--- config.mk ---
export PLATFORM = sky130hd
export DESIGN_NAME = dac_scheduler
export DESIGN_NICKNAME = d
export VERILOG_FILES = /design/src/rtl/dac_scheduler.sv
export SDC_FILE = /design/constraint.sdc
export NUM_CORES = 1
export LEC_CHECK = 0
export ABC_AREA = 0
export BUFFER_PORTS_ARGS = -buffer_cell sky130_fd_sc_hd__buf_2
export CORE_ASPECT_RATIO = 0.75
export CORE_UTILIZATION = 54
export DETAILED_ROUTE_END_ITERATION = 16
export PLACE_DENSITY = 0.81
export SETUP_SLACK_MARGIN = 0.02
export SLEW_MARGIN = 20
export SYNTH_ARGS = -nofsm -noshare
export SYNTH_HDL_FRONTEND = slang
export SYNTH_SLANG_ARGS = --single-unit
--- constraint.sdc ---
create_clock -name clk -period 2.27 [get_ports clk]
set_clock_uncertainty 0.1 [all_clocks]
set_input_delay 0.454 -clock clk [delete_from_list [all_inputs] [get_ports clk]]
set_output_delay 0.454 -clock clk [all_outputs]
set_load 0.1 [all_outputs]
--- src/rtl/dac_scheduler.sv ---
// Sample-rate scheduler for a shared SPI DAC driver: snapshots channel A/B at each
// frame tick and issues one or two DAC command words through a start/done handshake.
module dac_scheduler #(
  parameter int unsigned CLK_DIV = 1250,
  parameter logic [3:0]  ADDR_A  = 4'b0000,
  parameter logic [3:0]  ADDR_B  = 4'b0001
) (
  input  logic        clk,
  input  logic        reset,
  input  logic [11:0] sig_a,
  input  logic [11:0] sig_b,
  input  logic        en_a,
  input  logic        en_b,
  input  logic        spi_busy,
  input  logic        spi_done,
  output logic        spi_start,
  output logic [23:0] spi_word,
  output logic        sched_busy,
  output logic        overrun,
  output logic [15:0] frame_count
);

  localparam logic [15:0] DIV_LAST = 16'(CLK_DIV - 1);

  localparam logic [3:0] CMD_WR       = 4'b0000;
  localparam logic [3:0] CMD_WR_UP    = 4'b0011;
  localparam logic [3:0] CMD_WR_UPALL = 4'b0010;

  typedef enum logic [2:0] {
    IDLE,
    LOAD_A,
    WAIT_A,
    LOAD_B,
    WAIT_B
  } state_t;

  state_t      state, state_d;
  logic [15:0] div_cnt;
  logic        tick;
  logic [11:0] snap_b;
  logic        lat_en_b;
  logic        snap_load;
  logic        frame_done;
  logic [23:0] word_d;

  assign tick       = (div_cnt == DIV_LAST);
  assign sched_busy = (state != IDLE);

  always_ff @(posedge clk or negedge reset) begin
    if (!reset) begin
      div_cnt <= '0;
    end else if (tick) begin
      div_cnt <= '0;
    end else begin
      div_cnt <= div_cnt + 16'd1;
    end
  end

  // Channel A's word is built straight from sig_a on the tick; only B needs a
  // held snapshot because its word is formed later, after A's transfer.
  always_comb begin
    state_d    = state;
    snap_load  = 1'b0;
    frame_done = 1'b0;
    spi_start  = 1'b0;
    word_d     = spi_word;
    case (state)
      IDLE: begin
        if (tick) begin
          if (en_a) begin
            state_d   = LOAD_A;
            snap_load = 1'b1;
            word_d    = {(en_b ? CMD_WR : CMD_WR_UP), ADDR_A, sig_a, 4'b0000};
          end else if (en_b) begin
            state_d   = LOAD_B;
            snap_load = 1'b1;
            word_d    = {CMD_WR_UP, ADDR_B, sig_b, 4'b0000};
          end
        end
      end
      LOAD_A: begin
        if (!spi_busy) begin
          spi_start = 1'b1;
          state_d   = WAIT_A;
        end
      end
      WAIT_A: begin
        if (spi_done) begin
          if (lat_en_b) begin
            state_d = LOAD_B;
            word_d  = {CMD_WR_UPALL, ADDR_B, snap_b, 4'b0000};
          end else begin
            state_d    = IDLE;
            frame_done = 1'b1;
          end
        end
      end
      LOAD_B: begin
        if (!spi_busy) begin
          spi_start = 1'b1;
          state_d   = WAIT_B;
        end
      end
      WAIT_B: begin
        if (spi_done) begin
          state_d    = IDLE;
          frame_done = 1'b1;
        end
      end
      default: state_d = IDLE;
    endcase
  end

  always_ff @(posedge clk or negedge reset) begin
    if (!reset) begin
      state       <= IDLE;
      spi_word    <= '0;
      snap_b      <= '0;
      lat_en_b    <= 1'b0;
      overrun     <= 1'b0;
      frame_count <= '0;
    end else begin
      state    <= state_d;
      spi_word <= word_d;
      if (snap_load) begin
        snap_b   <= sig_b;
        lat_en_b <= en_b;
      end
      // A tick outside IDLE (including on the final done) is dropped, not queued.
      if (tick && (state != IDLE)) begin
        overrun <= 1'b1;
      end
      if (frame_done) begin
        frame_count <= frame_count + 16'd1;
      end
    end
  end

endmodule

==> impl_metrics.ini <==
[sta]
tightest_slew_ns = 0.638
hold_viol_final = 0
grt_setup_unrepaired = false
setup_tns_ns = 0
setup_viol = 0
fmax_ghz = 0.466
fin_crit_ns = 2.15
maxSlewViolCount = 0
slew-limit-headroom = 0.571
post-route-period-util = 0.945

[logic_synthesis]
synth_area_um2 = 3160
ys_ff_latch = 64
yosysTopAreaCell = dfrtp_1
yosys-top-cells-count = dfrtp_1, mux2_2, nand2_1
yosysMostFrequentCell = dfrtp_1
synth.distinct_cells = 45
yosys-top-cells-area = dfrtp_1, mux2_2, mux2i_1, xnor2_1, xor2_1
synthArstFlopShare = 1.00
syn_area_per_cell_um2 = 11.1
yosysSeqAreaShare = 0.507
synth_edf_count = 0
yosysWarnings = 0
syn_inst = 285
yosysTopAreaCellShare = 0.507
ys.flop_type = dfrtp_1

[global_route]
antenna_found_initial = 0
grt_usage = 0.220
grt_max_degree = 65
grt_pass1_wl_um = 10300
grt_pass1_vias = 2214
overflow = 0

[pwr]
peakVddDrop_mv = 1.11
total_power_uw = 4470
p_leak_uw = 0.00184
p_per_area_nw_per_um2 = 1170

[worst_setup_path]
cp.required_ns = 1.72
setup.worst_path.class = flip-flop to primary output
critPathTopFamily = flip-flops
start_kind = flip-flop
critical_path.max_stage_delay_ns = 0.52
crit_chain = nor3b_4, buf_2
cp-end-kind = primary output
crit_fanout = 9
crit_slowest_cell = dfrtp_1
crit_buf_inv = 1
cp_data_arrival_time_ns = 1.59

[placement]
place_area_um2 = 3600
portBuffers = 63
routabilityCongestion = 0.828
dp_cells = 420
place_hpwl_um = 4300

[hold_path]
hold_path.class = primary input to async pin

[die]
coreArea_um2 = 5500
num_io_pins = 73
num_rows = 23
start_util = 0.575
die_h_um = 68.3
dieArea_um2 = 6170
die_w_um = 90.4

[cts]
cts_sinks = 64
clkTransAtPathRegs_ns = 0.07
cts_root_buffer = clkbuf_8
clock_latency_ns = 0.33
tritoncts = built
h-tree-depth = 3
cts_buffer_depth = 2
cts_made_buffers = 9

[cells_and_area]
finalNonFillerCells = 436
fin_util = 0.692
fin_area_um2 = 3810
diodes = 0
nets = 389
drive_gt1_frac = 0.368
area.growth.synth_to_final_pct = 20.4

[flow_run]
drv_cap = 0

[routing]
wl_um = 6180
drt_iter0_drc = 128
drc = 0
ant_nets = 0
wire_per_inst_um = 14.2
vias_per_cell = 5.32
via_count = 2319
drt_first_pass_iters = 4

[status]
status = completed
## placed cells by master, fill, tap and decap left out, drive strengths merged, types with 12 or more instances in the layout
| master | n |
|---|---|
| buf | 71 |
| clkbuf | 14 |
| dfrtp | 64 |
| mux2 | 27 |
| mux2i | 13 |
| nand2 | 21 |
| nand3 | 13 |
| o21ai | 15 |
| xnor2 | 15 |
| xor2 | 12 |
## path summary, 6_finish.rpt
| kind | to | slack (ns) | start | cells after the start |
|---|---|---|---|---|
| setup / recovery | spi_start | 0.12 | state[0] | 2 |
| hold / removal | spi_word[8] | 0.02 | reset | 2 |
| setup reg to reg | frame_count[15] | 0.21 | lat_en_b | 4 |
| hold reg to reg | overrun | 0.37 | overrun | 1 |
| max in group asynchronous | frame_count[0] | 1.76 | reset | 2 |
| min in group clk | snap_b[1] | 0.26 | sig_b[1] | 2 |
## power breakdown
group          internal [uW]  total, uW  switching, uW
registers               1320       1450            130
clock network            564        973            408
logic                    380       2040           1660
total                   2270       4470           2200
## registers in the layout, summed over array words and instances, names as in the netlist
name / count
spi_word: 15
snap_b: 12
div_cnt: 16
lat_en_b: 1
state: 3
overrun: 1
frame_count: 16
## worst register-to-register path, cell delays in order (launching register included)
cell and delay [ns]:
dfrtp_1 0.42, or3b_4 0.40, a211o_2 0.35, or4_4 0.54, xnor2_2 0.14
## timing repair
action,CTS,global route
hold buffers,0,0
buffers inserted,0,0
setup endpoints to repair,0,1
gates resized for setup,0,2
## layer usage
layer  GRT usage  vias to the layer above  share of wire
met1       0.272                     1097           0.46
met5           0                        -              0
met3      0.0800                        6          0.076
met4      0.0887                        0         0.0092
li1            -                     1120              -
met2       0.358                       96           0.45
## area by class of cell
cell class / count / area, um^2
fill: 436 / 1690
sequential: 64 / 1610
multi-input combinational: 199 / 1460
timing repair buffer: 72 / 410
clock buffer: 13 / 159
tap: 75 / 93.8
clock inverter: 3 / 40.0
inverter: 10 / 37.5
## cell families (layout without fill, tap and decap cells)
group / Yosys count / after routing / synth area share
flip-flops: 64 / 64 / 0.507
multiplexers: 40 / 40 / 0.137
adder cells (fa/ha/maj): 3 / 3 / 0.0119
buffers and inverters: 30 / 98 / 0.0479
AND/OR/NAND/NOR: 90 / 90 / 0.159
other: 1 / 9 / 0.00119
XOR/XNOR: 27 / 27 / 0.0772
AO/OA/AOI/OAI: 30 / 30 / 0.0594
## stage by stage
step           hold slack, ns  setup slack [ns]
2_1_floorplan          0.0584            0.0251
3_5_place_dp            0.358             0.223
5_1_grt                0.0347            0.0665
3_3_place_gp            0.338             0.260
6_report               0.0245             0.125
4_1_cts                0.0249            0.0381
Note: power is estimated with default switching activity, not from simulation.
